### src/rtl/mem_access_unit.sv
// mem_access_unit
//   Memory-stage load/store unit. Turns one load or store from the EX/MEM
//   register into a valid/ready request on the data-memory bus followed by a
//   response, formats store data/strobes, aligns and extends load data, and
//   stalls the pipeline until the access completes.
//
// Ports
//   clk, rst              clock, asynchronous active-high reset
//   mem_read_EX_MEM_o     instruction is a load
//   mem_write_EX_MEM_o    instruction is a store
//   funct3_EX_MEM_o       width code (B/H/W/BU/HU)
//   alu_res_EX_MEM_o      byte address
//   rs2_data_EX_MEM_o     right-aligned store data
//   dmem_req_*            request channel (valid/ready, we, addr, wdata, wstrb)
//   dmem_resp_*           response channel (valid, raw read word)
//   data_mem_rdata_MEM    aligned/extended load result, valid in DONE
//   stall_MEM             pipeline freeze while an access is in flight
//   mem_fault_MEM         misaligned or illegal-width access (single cycle)
module mem_access_unit #(
  parameter int DATA_WIDTH      = 32,
  parameter int DATA_ADDR_WIDTH = 32
) (
  input  logic                       clk,
  input  logic                       rst,
  input  logic                       mem_read_EX_MEM_o,
  input  logic                       mem_write_EX_MEM_o,
  input  logic [2:0]                 funct3_EX_MEM_o,
  input  logic [DATA_ADDR_WIDTH-1:0] alu_res_EX_MEM_o,
  input  logic [DATA_WIDTH-1:0]      rs2_data_EX_MEM_o,
  output logic                       dmem_req_valid,
  input  logic                       dmem_req_ready,
  output logic                       dmem_req_we,
  output logic [DATA_ADDR_WIDTH-1:0] dmem_req_addr,
  output logic [DATA_WIDTH-1:0]      dmem_req_wdata,
  output logic [3:0]                 dmem_req_wstrb,
  input  logic                       dmem_resp_valid,
  input  logic [DATA_WIDTH-1:0]      dmem_resp_rdata,
  output logic [DATA_WIDTH-1:0]      data_mem_rdata_MEM,
  output logic                       stall_MEM,
  output logic                       mem_fault_MEM
);

  typedef enum logic [1:0] {IDLE, REQ, RESP, DONE} state_t;

  state_t                 state, state_next;
  logic                   start, fault, launch;
  logic [1:0]             off;
  logic [DATA_WIDTH-1:0]  fmt_wdata;
  logic [3:0]             fmt_wstrb;

  logic                   load_q;
  logic [2:0]             funct3_q;
  logic [1:0]             off_q;
  logic [DATA_WIDTH-1:0]  rdata_q;
  logic [DATA_WIDTH-1:0]  shifted;
  logic [DATA_WIDTH-1:0]  load_data;

  assign start  = mem_read_EX_MEM_o | mem_write_EX_MEM_o;
  assign off    = alu_res_EX_MEM_o[1:0];
  assign launch = (state == IDLE) && start && !fault;

  always_comb begin
    fault = 1'b0;
    case (funct3_EX_MEM_o)
      3'd0:    fault = 1'b0;
      3'd1:    fault = off[0];
      3'd2:    fault = |off;
      3'd4:    fault = mem_write_EX_MEM_o;
      3'd5:    fault = mem_write_EX_MEM_o | off[0];
      default: fault = 1'b1;
    endcase
  end

  // Store data is replicated across lanes so the strobes alone select the bytes.
  always_comb begin
    fmt_wdata = '0;
    fmt_wstrb = '0;
    if (mem_write_EX_MEM_o) begin
      case (funct3_EX_MEM_o[1:0])
        2'd0: begin
          fmt_wdata = {4{rs2_data_EX_MEM_o[7:0]}};
          fmt_wstrb = 4'b0001 << off;
        end
        2'd1: begin
          fmt_wdata = {2{rs2_data_EX_MEM_o[15:0]}};
          fmt_wstrb = 4'b0011 << off;
        end
        default: begin
          fmt_wdata = rs2_data_EX_MEM_o;
          fmt_wstrb = 4'b1111;
        end
      endcase
    end
  end

  always_comb begin
    shifted   = dmem_resp_rdata >> {off_q, 3'b000};
    load_data = shifted;
    case (funct3_q)
      3'd0:    load_data = {{(DATA_WIDTH-8){shifted[7]}}, shifted[7:0]};
      3'd4:    load_data = {{(DATA_WIDTH-8){1'b0}}, shifted[7:0]};
      3'd1:    load_data = {{(DATA_WIDTH-16){shifted[15]}}, shifted[15:0]};
      3'd5:    load_data = {{(DATA_WIDTH-16){1'b0}}, shifted[15:0]};
      default: load_data = shifted;
    endcase
  end

  always_comb begin
    state_next = state;
    case (state)
      IDLE:    if (launch) state_next = REQ;
      REQ:     if (dmem_req_ready) state_next = RESP;
      RESP:    if (dmem_resp_valid) state_next = DONE;
      default: state_next = IDLE;
    endcase
  end

  always_ff @(posedge clk or posedge rst) begin
    if (rst) state <= IDLE;
    else     state <= state_next;
  end

  always_ff @(posedge clk or posedge rst) begin
    if (rst) begin
      dmem_req_we    <= 1'b0;
      dmem_req_addr  <= '0;
      dmem_req_wdata <= '0;
      dmem_req_wstrb <= '0;
      load_q         <= 1'b0;
      funct3_q       <= '0;
      off_q          <= '0;
      rdata_q        <= '0;
    end else begin
      if (launch) begin
        dmem_req_we    <= mem_write_EX_MEM_o;
        dmem_req_addr  <= {alu_res_EX_MEM_o[DATA_ADDR_WIDTH-1:2], 2'b00};
        dmem_req_wdata <= fmt_wdata;
        dmem_req_wstrb <= fmt_wstrb;
        load_q         <= mem_read_EX_MEM_o;
        funct3_q       <= funct3_EX_MEM_o;
        off_q          <= off;
      end
      if (state == RESP && dmem_resp_valid)
        rdata_q <= load_q ? load_data : '0;
    end
  end

  assign dmem_req_valid     = (state == REQ);
  // Fault and stall are combinational and gated by rst so both read 0 in reset.
  assign mem_fault_MEM      = !rst && (state == IDLE) && start && fault;
  assign stall_MEM          = !rst && (launch || state == REQ || state == RESP);
  assign data_mem_rdata_MEM = mem_fault_MEM ? '0 : rdata_q;

endmodule

### config.mk
export PLATFORM = sky130hd
export DESIGN_NAME = mem_access_unit
export DESIGN_NICKNAME = d
export VERILOG_FILES = /design/src/rtl/mem_access_unit.sv
export SDC_FILE = /design/constraint.sdc
export NUM_CORES = 1
export LEC_CHECK = 0
export ABC_AREA = 1
export BUFFER_PORTS_ARGS = -buffer_cell sky130_fd_sc_hd__buf_2
export CAP_MARGIN = 20
export CELL_PAD_IN_SITES_DETAIL_PLACEMENT = 1
export CELL_PAD_IN_SITES_GLOBAL_PLACEMENT = 1
export CORE_MARGIN = 1
export CORE_UTILIZATION = 34
export DETAILED_ROUTE_END_ITERATION = 16
export PLACE_DENSITY_LB_ADDON = 0.1
export SYNTH_ARGS = -nofsm -noshare
export SYNTH_HDL_FRONTEND = slang
export SYNTH_SLANG_ARGS = --single-unit
export TNS_END_PERCENT = 1
### constraint.sdc
create_clock -name clk -period 3.96 [get_ports clk]
set_clock_uncertainty 0.05 [all_clocks]
set_input_delay 0 -clock clk [delete_from_list [all_inputs] [get_ports clk]]
set_output_delay 0 -clock clk [all_outputs]
set_load 0.02 [all_outputs]
* Word-level counts from Yosys, hierarchy flattened
Index checks and enable logic that the tools add are counted.
Cells by class: equality and inequality tests 13, shift-type cells 3, multiplexer cells 12, bitwise logic cells 2, reduce and logical (&&, ||, !) cells 17
Operators by type and width (number):
- case mux 32 bit (4 select lines) | 1
- two-way mux 32 bit | 3
- case mux 32 bit (2 select lines) | 1
- >> shifter 32 x 5 -> 32 bit | 1
- equality test 3 bit, second input constant | 4
- case mux 4 bit (2 select lines) | 1
- logical AND 1 bit | 7
- equality test 3 x 1 -> 1 bit, second input constant | 2
- zero test 3 bit | 2
- two-way mux 2 bit | 3
- case mux 2 bit (3 select lines) | 1
- case mux 1 bit (5 select lines) | 1
- equality test 2 x 1 -> 1 bit, second input constant | 2
- zero test 2 bit | 2
- two-way mux 4 bit | 1
- != test 2 bit, second input constant | 2
- left shift 1 x 2 -> 4 bit, first input constant | 1
- left shift 2 x 2 -> 4 bit, first input constant | 1
- equality test 3 x 2 -> 1 bit, second input constant | 1
- AND reduction 3 bit | 1
- equality test 2 bit, second input constant | 1
- zero test 1 bit | 2
- logical OR 1 bit | 2
- != test 2 x 1 -> 1 bit, second input constant | 1
- 2 further kinds | 3
Storage, ports and cells: register bits 107, input bits 105, output and inout port bits 104, logic and storage cells 56

* Logic depth before layout (Yosys ltp)
Gate-level depths: netlist of the first run.
depth after elaboration 7, gate-level depth with buffers 10

* Least setup slack after synthesis of the first run
Ideal clock, no wire load.
path kind input to output, start in rst, end out data_mem_rdata_MEM[22], arrival time 3.129 ns, required time 3.910 ns, setup slack 0.781 ns, cell stages on the path 5, path buffers 1, cells stage by stage inv_1 -> nand2_1 -> a21oi_2 -> buf_2 -> nor2_1
Between the ends: longest elaborated chain between the ends 5
Ends and longest elaborated chain:
- from (decl) | line 24 | input logic rst,
- zero test 1 bit | line 150 | assign mem_fault_MEM = !rst && (state == IDLE) && start && fault;
- logical AND 1 bit (3 in a row) | line 150
- net mem_fault_MEM | line 40 | output logic mem_fault_MEM
- two-way mux 32 bit | line 152 | assign data_mem_rdata_MEM = mem_fault_MEM ? '0 : rdata_q;
- to (decl) | line 38 | output logic [DATA_WIDTH-1:0] data_mem_rdata_MEM,
The timed path passes the listed nets, and every way through them passes these cells.

* Final worst setup path of the first run
start reg state[0], end reg rdata_q[5]
Between the ends: longest elaborated chain between the ends 2
Ends and longest elaborated chain:
- from (decl) | line 45 | state_t state, state_next;
- from (signal assigned) | line 120 | else state <= state_next;
- equality test 2 bit | line 143 | if (state == RESP && dmem_resp_valid)
- logical AND 1 bit | line 143
- to (signal assigned) | line 144 | rdata_q <= load_q ? load_data : '0;
- to (decl) | line 54 | logic [DATA_WIDTH-1:0] rdata_q;
No other way between the ends. A chain may end at the register's enable or synchronous reset.

==> impl_metrics.tcl, run 1 <==
set metrics [dict create \
    core_area_um2 15900 \
    ioPinCount 209 \
    ys_warn_count 0 \
    dp_slack_ns 1.37 \
    worst_slack_ns 0.892 \
    seq_power_share_pct 34.9 \
    ctsLongestPathBuffers 2 \
    cp.required_ns 4.19 \
    ys_async_sr_fraction_pct 100 \
    layout.nets 1147 \
    synth_largest_area_cell "dfrtp_1" \
    syn-cell-area_um2 5540 \
    synth.area.top_cells "dfrtp_1 48%, nand2_1 25%, o21ai_0 4.3%" \
    netlist_instances 776 \
    hold_viol 0 \
    p_sw_share_pct 46.6 \
    hp-class "in -> reg" \
    rsz0062_at_grt "false" \
    finalCritPeriodShare_pct 77.5 \
    areaGrowthSynthToFinish_pct 40.3 \
    reg2reg_depth 10 \
    syn-mean-instance-area_um2 7.13 \
    dr.pass1.iters 4 \
    critPathKind "reg -> reg" \
    synthFlopType "dfrtp_1" \
    max-vdd-ir-drop_mv 0.271 \
    wl_met1_um 8190 \
    routed_wl_um 18800 \
    top_layer_used "met4" \
    fin_area_um2 7770 \
    start_kind "register" \
    power_mw 5.38 \
    fp.dieW_um 130 \
    cts-root-buf "clkbuf_16" \
    wire_per_inst_um 14.9 \
    cts-buffers-inserted 9 \
    stdcell_count 1258 \
    cts_resized 0 \
    internal_power_mw 2.87 \
    drt-initial-drc-count 202 \
    vias 5831 \
    insertion_delay_ns 0.35 \
    hold_depth 4 \
    max_freq_mhz 326 \
    dr_wl_met3_um 906 \
    die_h_um 130 \
    maxCapViolCount 0 \
    pwr_density_cell_nw_per_um2 693 \
    grt_pass1_wl_um 29800 \
    overflow 0 \
    routabilityCongestion 0.805 \
    p_clk_share_pct 16.0 \
    ant_nets 0 \
    synth_cell_types 24 \
    diodes 0 \
    h-tree-depth 3 \
    clk_pin_slew_ns 0.07 \
    drv_slew 0 \
    setup_violations 0 \
    grt_start_max_net_pins 79 \
    numPortBuffers 206 \
    max_slew_margin_pct 38.6 \
    synth-edff-count 0 \
    yosysSeqAreaShare_pct 48.4 \
    grt_usage_pct 22.9 \
    ff2ff_setup_slack_ns 0.89 \
    outcome "complete, no violations" \
    power_switching_mw 2.51 \
    combPwrFrac_pct 49.1 \
    placed_cells 1161 \
    antenna_found_initial 0 \
    whs_ns 0.00679 \
    start_util_pct 34.9 \
    period_minus_slack_ns 3.07 \
    post_cts_buffers 0 \
    leakagePower_nw 4.35 \
    placed_area_um2 6660 \
    fin_setup_tns_ns 0 \
    fin_util_pct 48.9 \
    cts_tree "done" \
    rows 46 \
    arrival_ns 3.29 \
    dieArea_um2 16800 \
    grt_pass1_vias 6023 \
    worst_slew_pin_slew_ns 0.921 \
    hpwl_um 12500 \
    critPathMaxFanout 23 \
    via_per_inst 4.64 \
    wl_met2_um 9390 \
    drc 0 \
    cp-end-kind "register" \
    layout-drive-gt1-share_pct 23.7 \
    synth_top_area_share_pct 48.4 \
    synth_seq_cells 107 \
    cts.sinks 107 \
]
## layout by cell type, fill, tap and decap left out, types with 2 or more instances in the layout
cell type / count
ha_1: 4
dfrtp_1: 107
o211ai_1: 8
o21ai_0: 48
inv_1: 56
inv_6: 2
inv_2: 3
nor2_1: 41
or2_2: 8
nand3_2: 2
conb_1: 2
nand2_1: 368
nand3_1: 45
buf_2: 206
clkinv_2: 3
dlygate4sd3_1: 81
buf_4: 7
clkbuf_16: 9
a21oi_1: 32
## layout make-up
cell class                      count  area, um2
Sequential cell                   107       2680
Inverter                           61        231
Timing Repair Buffer              295       1920
Multi-Input combinational cell    564       2400
Fill cell                        2116       8120
Clock buffer                        9        225
Clock inverter                      6       40.0
Tap cell                          216        270
## synthesized netlist by cell type, types with 3 or more instances
| cell | n |
|---|---|
| nand2_1 | 368 |
| dfrtp_1 | 107 |
| inv_1 | 57 |
| o21ai_0 | 48 |
| nand3_1 | 45 |
| nor2_1 | 41 |
| a21oi_1 | 32 |
| buf_2 | 19 |
| clkbuf_1 | 13 |
| buf_4 | 11 |
| o211ai_1 | 8 |
| or2_2 | 8 |
| ha_1 | 4 |
| inv_2 | 3 |
| nand3_2 | 3 |
## flip-flops by register name, indices dropped and copies added (netlist names)
name            cells
dmem_req_wstrb      4
state               2
dmem_req_addr      30
rdata_q            32
dmem_req_wdata     32
dmem_req_we         1
off_q               2
load_q              1
funct3_q            3
## worst paths after layout
kind | from | endpoint
min in group asynchronous | rst | dmem_req_addr[17]$_DFFE_PP0P_
worst min-delay path | rs2_data_EX_MEM_o[29] | dmem_req_wdata[29]$_DFFE_PP0P_
worst max register to register | state[0]$_DFFE_PP0P_ | rdata_q[5]$_DFFE_PP0P_
max in group asynchronous | rst | dmem_req_addr[28]$_DFFE_PP0P_
worst max-delay path | state[0]$_DFFE_PP0P_ | rdata_q[5]$_DFFE_PP0P_
worst min register to register | dmem_req_wdata[1]$_DFFE_PP0P_ | dmem_req_wdata[1]$_DFFE_PP0P_
## worst max-delay path: stages (launching register included)
cell           delay (ns)
dfrtp_1              0.42
inv_1                0.09
ha_1                 0.16
nand2_1              0.36
inv_1                0.56
nand2_1              0.18
buf_4                0.26
a21oi_1              0.13
o21ai_0              0.09
dlygate4sd3_1        0.60
o21ai_0              0.07
## cells by family (layout without fill, tap and decap cells)
kind of cell             after synthesis  in the layout  synth area share [%]
adder cells (fa/ha/maj)                4              4                 0.904
other                                  1              2                0.0677
AND/OR/NAND/NOR                      467            467                  33.5
buffers and inverters                106            371                  8.50
AO/OA/AOI/OAI                         91             91                  8.70
flip-flops                           107            107                  48.4
## power groups by stage
stage	clock network (mW)	logic, mW	registers (mW)
detailed placement	0	2.60	1.88
floorplan	0	1.42	2.21
global placement	0	2.55	1.88
finish	0.860	2.64	1.88
CTS	0.887	2.67	1.88
global route	0.920	2.94	1.94
## routing by layer
layer	GRT usage, %	vias to the layer above
met1	27.4	2762
met5	0	-
met2	40.9	139
met3	4.34	21
met4	8.14	0
li1	-	2909
## what timing repair did
action                                  4_1_cts  5_1_grt
endpoints found under the hold margin       105        0
hold buffers                                 81        0
endpoints found under the setup margin        0        0
Note: power is estimated with default switching activity, not from simulation.
==> run 2: changes to the inputs <==
ABC_AREA = 0   (was 1)
CORE_UTILIZATION = 37   (was 34)
clock period = 3 ns   (was 3.96 ns; I/O delays follow)
==> impl_metrics.tcl, run 2 <==
set metrics [dict create \
    max-vdd-ir-drop_mv 0.360 \
    synthTopCellsByCount "107 x dfrtp_1, 95 x nand2_1, 54 x o21ai_1" \
    ff2ff_setup_slack_ns 0.83 \
    routabilityCongestion 0.762 \
    numPortBuffers 206 \
    drc 0 \
    grt_pass1_vias 5157 \
    synth_seq_cells 107 \
    max_slew_margin_pct 43.7 \
    power_mw 7.24 \
    setup_violations 0 \
    rsz0062_at_grt "false" \
    layout-drive-gt1-share_pct 33.3 \
    multi_input_area_um2 2470 \
    areaGrowthSynthToFinish_pct 41.0 \
    reg_top3 "dmem_req_wdata (32), rdata_q (32), dmem_req_addr (30)" \
    crit_chain "inv_1 > ha_1 > o21ai_1 > o21bai_4 > buf_12 > mux2_1" \
    synth_top_area_share_pct 49.9 \
    insertion_delay_ns 0.36 \
    drv_slew 0 \
    grt_start_max_net_pins 63 \
    yosysSeqAreaShare_pct 49.9 \
    cts-buffers-inserted 9 \
    cpPeakStageDelay_ns 0.43 \
    grt_pass1_wl_um 26900 \
    outcome "finished, violations left" \
    worst_slew_pin_slew_ns 0.842 \
    rows 43 \
    period_minus_slack_ns 2.17 \
    cpMaxStageDelayCell "o21bai_4" \
    whs_ns -0.00721 \
    final_cell_mix "206 x buf_2, 107 x dfrtp_1, 95 x nand2_1, 69 x dlygate4sd3_1, 54 x o21ai_1" \
    ys_warn_count 0 \
    maxCapViolCount 0 \
    antenna_found_initial 1 \
    ant_nets 0 \
    finalCritPeriodShare_pct 72.4 \
    grt_usage_pct 23.7 \
    fp.dieW_um 122 \
    pwr_density_cell_nw_per_um2 957 \
    cts_tree "done" \
    stdcell_count 958 \
    cts-root-buf "clkbuf_16" \
    register_area_um2 2680 \
    die_h_um 122 \
    vias 4819 \
    failed_checks "hold timing" \
    ctsLongestPathBuffers 2 \
    syn-cell-area_um2 5370 \
    netlist_instances 515 \
    ys_async_sr_fraction_pct 100 \
    start_util_pct 38.4 \
    layout.nets 881 \
    max_freq_mhz 460 \
    synth.most_common_cell "dfrtp_1" \
    arrival_ns 2.35 \
    ioPinCount 209 \
    dieArea_um2 15000 \
    dr.pass1.iters 4 \
    syn-mean-instance-area_um2 10.4 \
    leakagePower_nw 3.77 \
    synth.area.top_cells "dfrtp_1 50%, mux2_1 9.7%, nand2_1 6.6%" \
    cp.required_ns 3.18 \
    hp-class "in -> reg" \
    start_kind "register" \
    critPathKind "reg -> reg" \
    busiest_layer "met2" \
    grt_util_met1_pct 27.1 \
    wire_per_inst_um 17.9 \
    fillers 1605 \
    synth_cell_types 34 \
    core_area_um2 14000 \
    synthFlopType "dfrtp_1" \
    cts.sinks 107 \
    final_common_cell "buf_2" \
    placed_cells 872 \
    drt-initial-drc-count 181 \
    routed_wl_um 17200 \
    clk_pin_slew_ns 0.08 \
    overflow 0 \
    cp-end-kind "register" \
    hold_viol 2 \
    placed_area_um2 6540 \
    critPathMaxFanout 26 \
    grt_util_met3_pct 5.02 \
    hpwl_um 11600 \
    fin_setup_tns_ns 0 \
    fin_area_um2 7570 \
    hold_depth 5 \
    via_per_inst 5.03 \
    synth_largest_area_cell "dfrtp_1" \
    synth-edff-count 0 \
    h-tree-depth 3 \
    grtUsageMet2_pct 43.5 \
    reg2reg_depth 6 \
]
-- run 2: changes by cell type in the layout (fill, tap and decap cells not counted), sizes merged, moves of 16 or more --
cell   change
nand2    -274
mux2      +62
inv       -57
nand3     -47
nor2b     +34
nor2      -30
o21ai     +26
mux2i     +24
a21oi     -17
a221o     +16
-- run 2: cells by family (layout without fill, tap and decap cells) --
kind of cell | count (synthesis) | in the layout | synth area share, %
and+or+nand+nor | 156 | 156 | 14.0
muxes | 87 | 87 | 17.9
AOI/OAI and AO/OA | 114 | 114 | 12.8
DFF | 107 | 107 | 49.9
adders and majority gates | 4 | 4 | 0.933
other | 1 | 3 | 0.0699
buffers and inverters | 46 | 307 | 4.43
-- run 2: through the flow --
stage | setup slack, ns | util [%] | hold WS [ns]
after detailed placement | 0.704 | 46.7 | 0.154
after CTS | 0.810 | 54.1 | 0.000424
after floorplan | 0.133 | - | 0.0266
final | 0.828 | 54.1 | -0.00721
after global routing | 0.691 | 54.1 | 0.0163
after global placement | 0.757 | 46.7 | 0.148
-- run 2: worst max-delay path: cells and delay by family, from the launching register on --
kind	cells	cell delay, ns
DFF	1	0.41
AOI/OAI and AO/OA	2	0.63
adders and majority gates	1	0.22
buffers and inverters	2	0.36
muxes	1	0.38
-- run 2: final timing paths --
check,end,from
setup / recovery,dmem_req_addr[16]$_DFFE_PP0P_,state[1]$_DFFE_PP0P_
hold / removal,dmem_req_wdata[30]$_DFFE_PP0P_,rs2_data_EX_MEM_o[30]
setup reg to reg,dmem_req_addr[16]$_DFFE_PP0P_,state[1]$_DFFE_PP0P_
hold reg to reg,dmem_req_wdata[25]$_DFFE_PP0P_,dmem_req_wdata[25]$_DFFE_PP0P_
max in group asynchronous,dmem_req_wdata[0]$_DFFE_PP0P_,rst
min in group asynchronous,dmem_req_wstrb[0]$_DFFE_PP0P_,rst
-- run 2: where the power goes --
group | total, mW | internal [mW] | leakage, nW | switching (mW)
clock | 1.34 | 0.781 | 0.162 | 0.560
sequential | 2.52 | 2.11 | 1.37 | 0.403
combinational | 3.38 | 1.33 | 2.24 | 2.05
-- run 2: area by class of cell --
| cell class | instances | share of cell area [%] |
|---|---|---|
| sequential | 107 | 35.4 |
| multi-input combinational | 363 | 32.7 |
| timing repair buffer | 286 | 24.2 |
| clock buffer | 11 | 3.34 |
| tap | 180 | 2.98 |
| clock inverter | 5 | 1.12 |
| inverter | 5 | 0.281 |
| antenna | 1 | 0.0331 |
-- run 2: timing repair --
action	in CTS	in global routing
endpoints found under the hold margin	121	0
hold buffers	69	0
gates resized for setup	0	0
buffers inserted	0	0
-- run 2: routing by layer --
metal	vias to the layer above	wire [um]	part of all wire, %
li1	2289	-	-
met1	2375	6950	40
met2	136	9070	53
met3	19	885	5.1
met4	0	282	1.6
met5	-	0	0
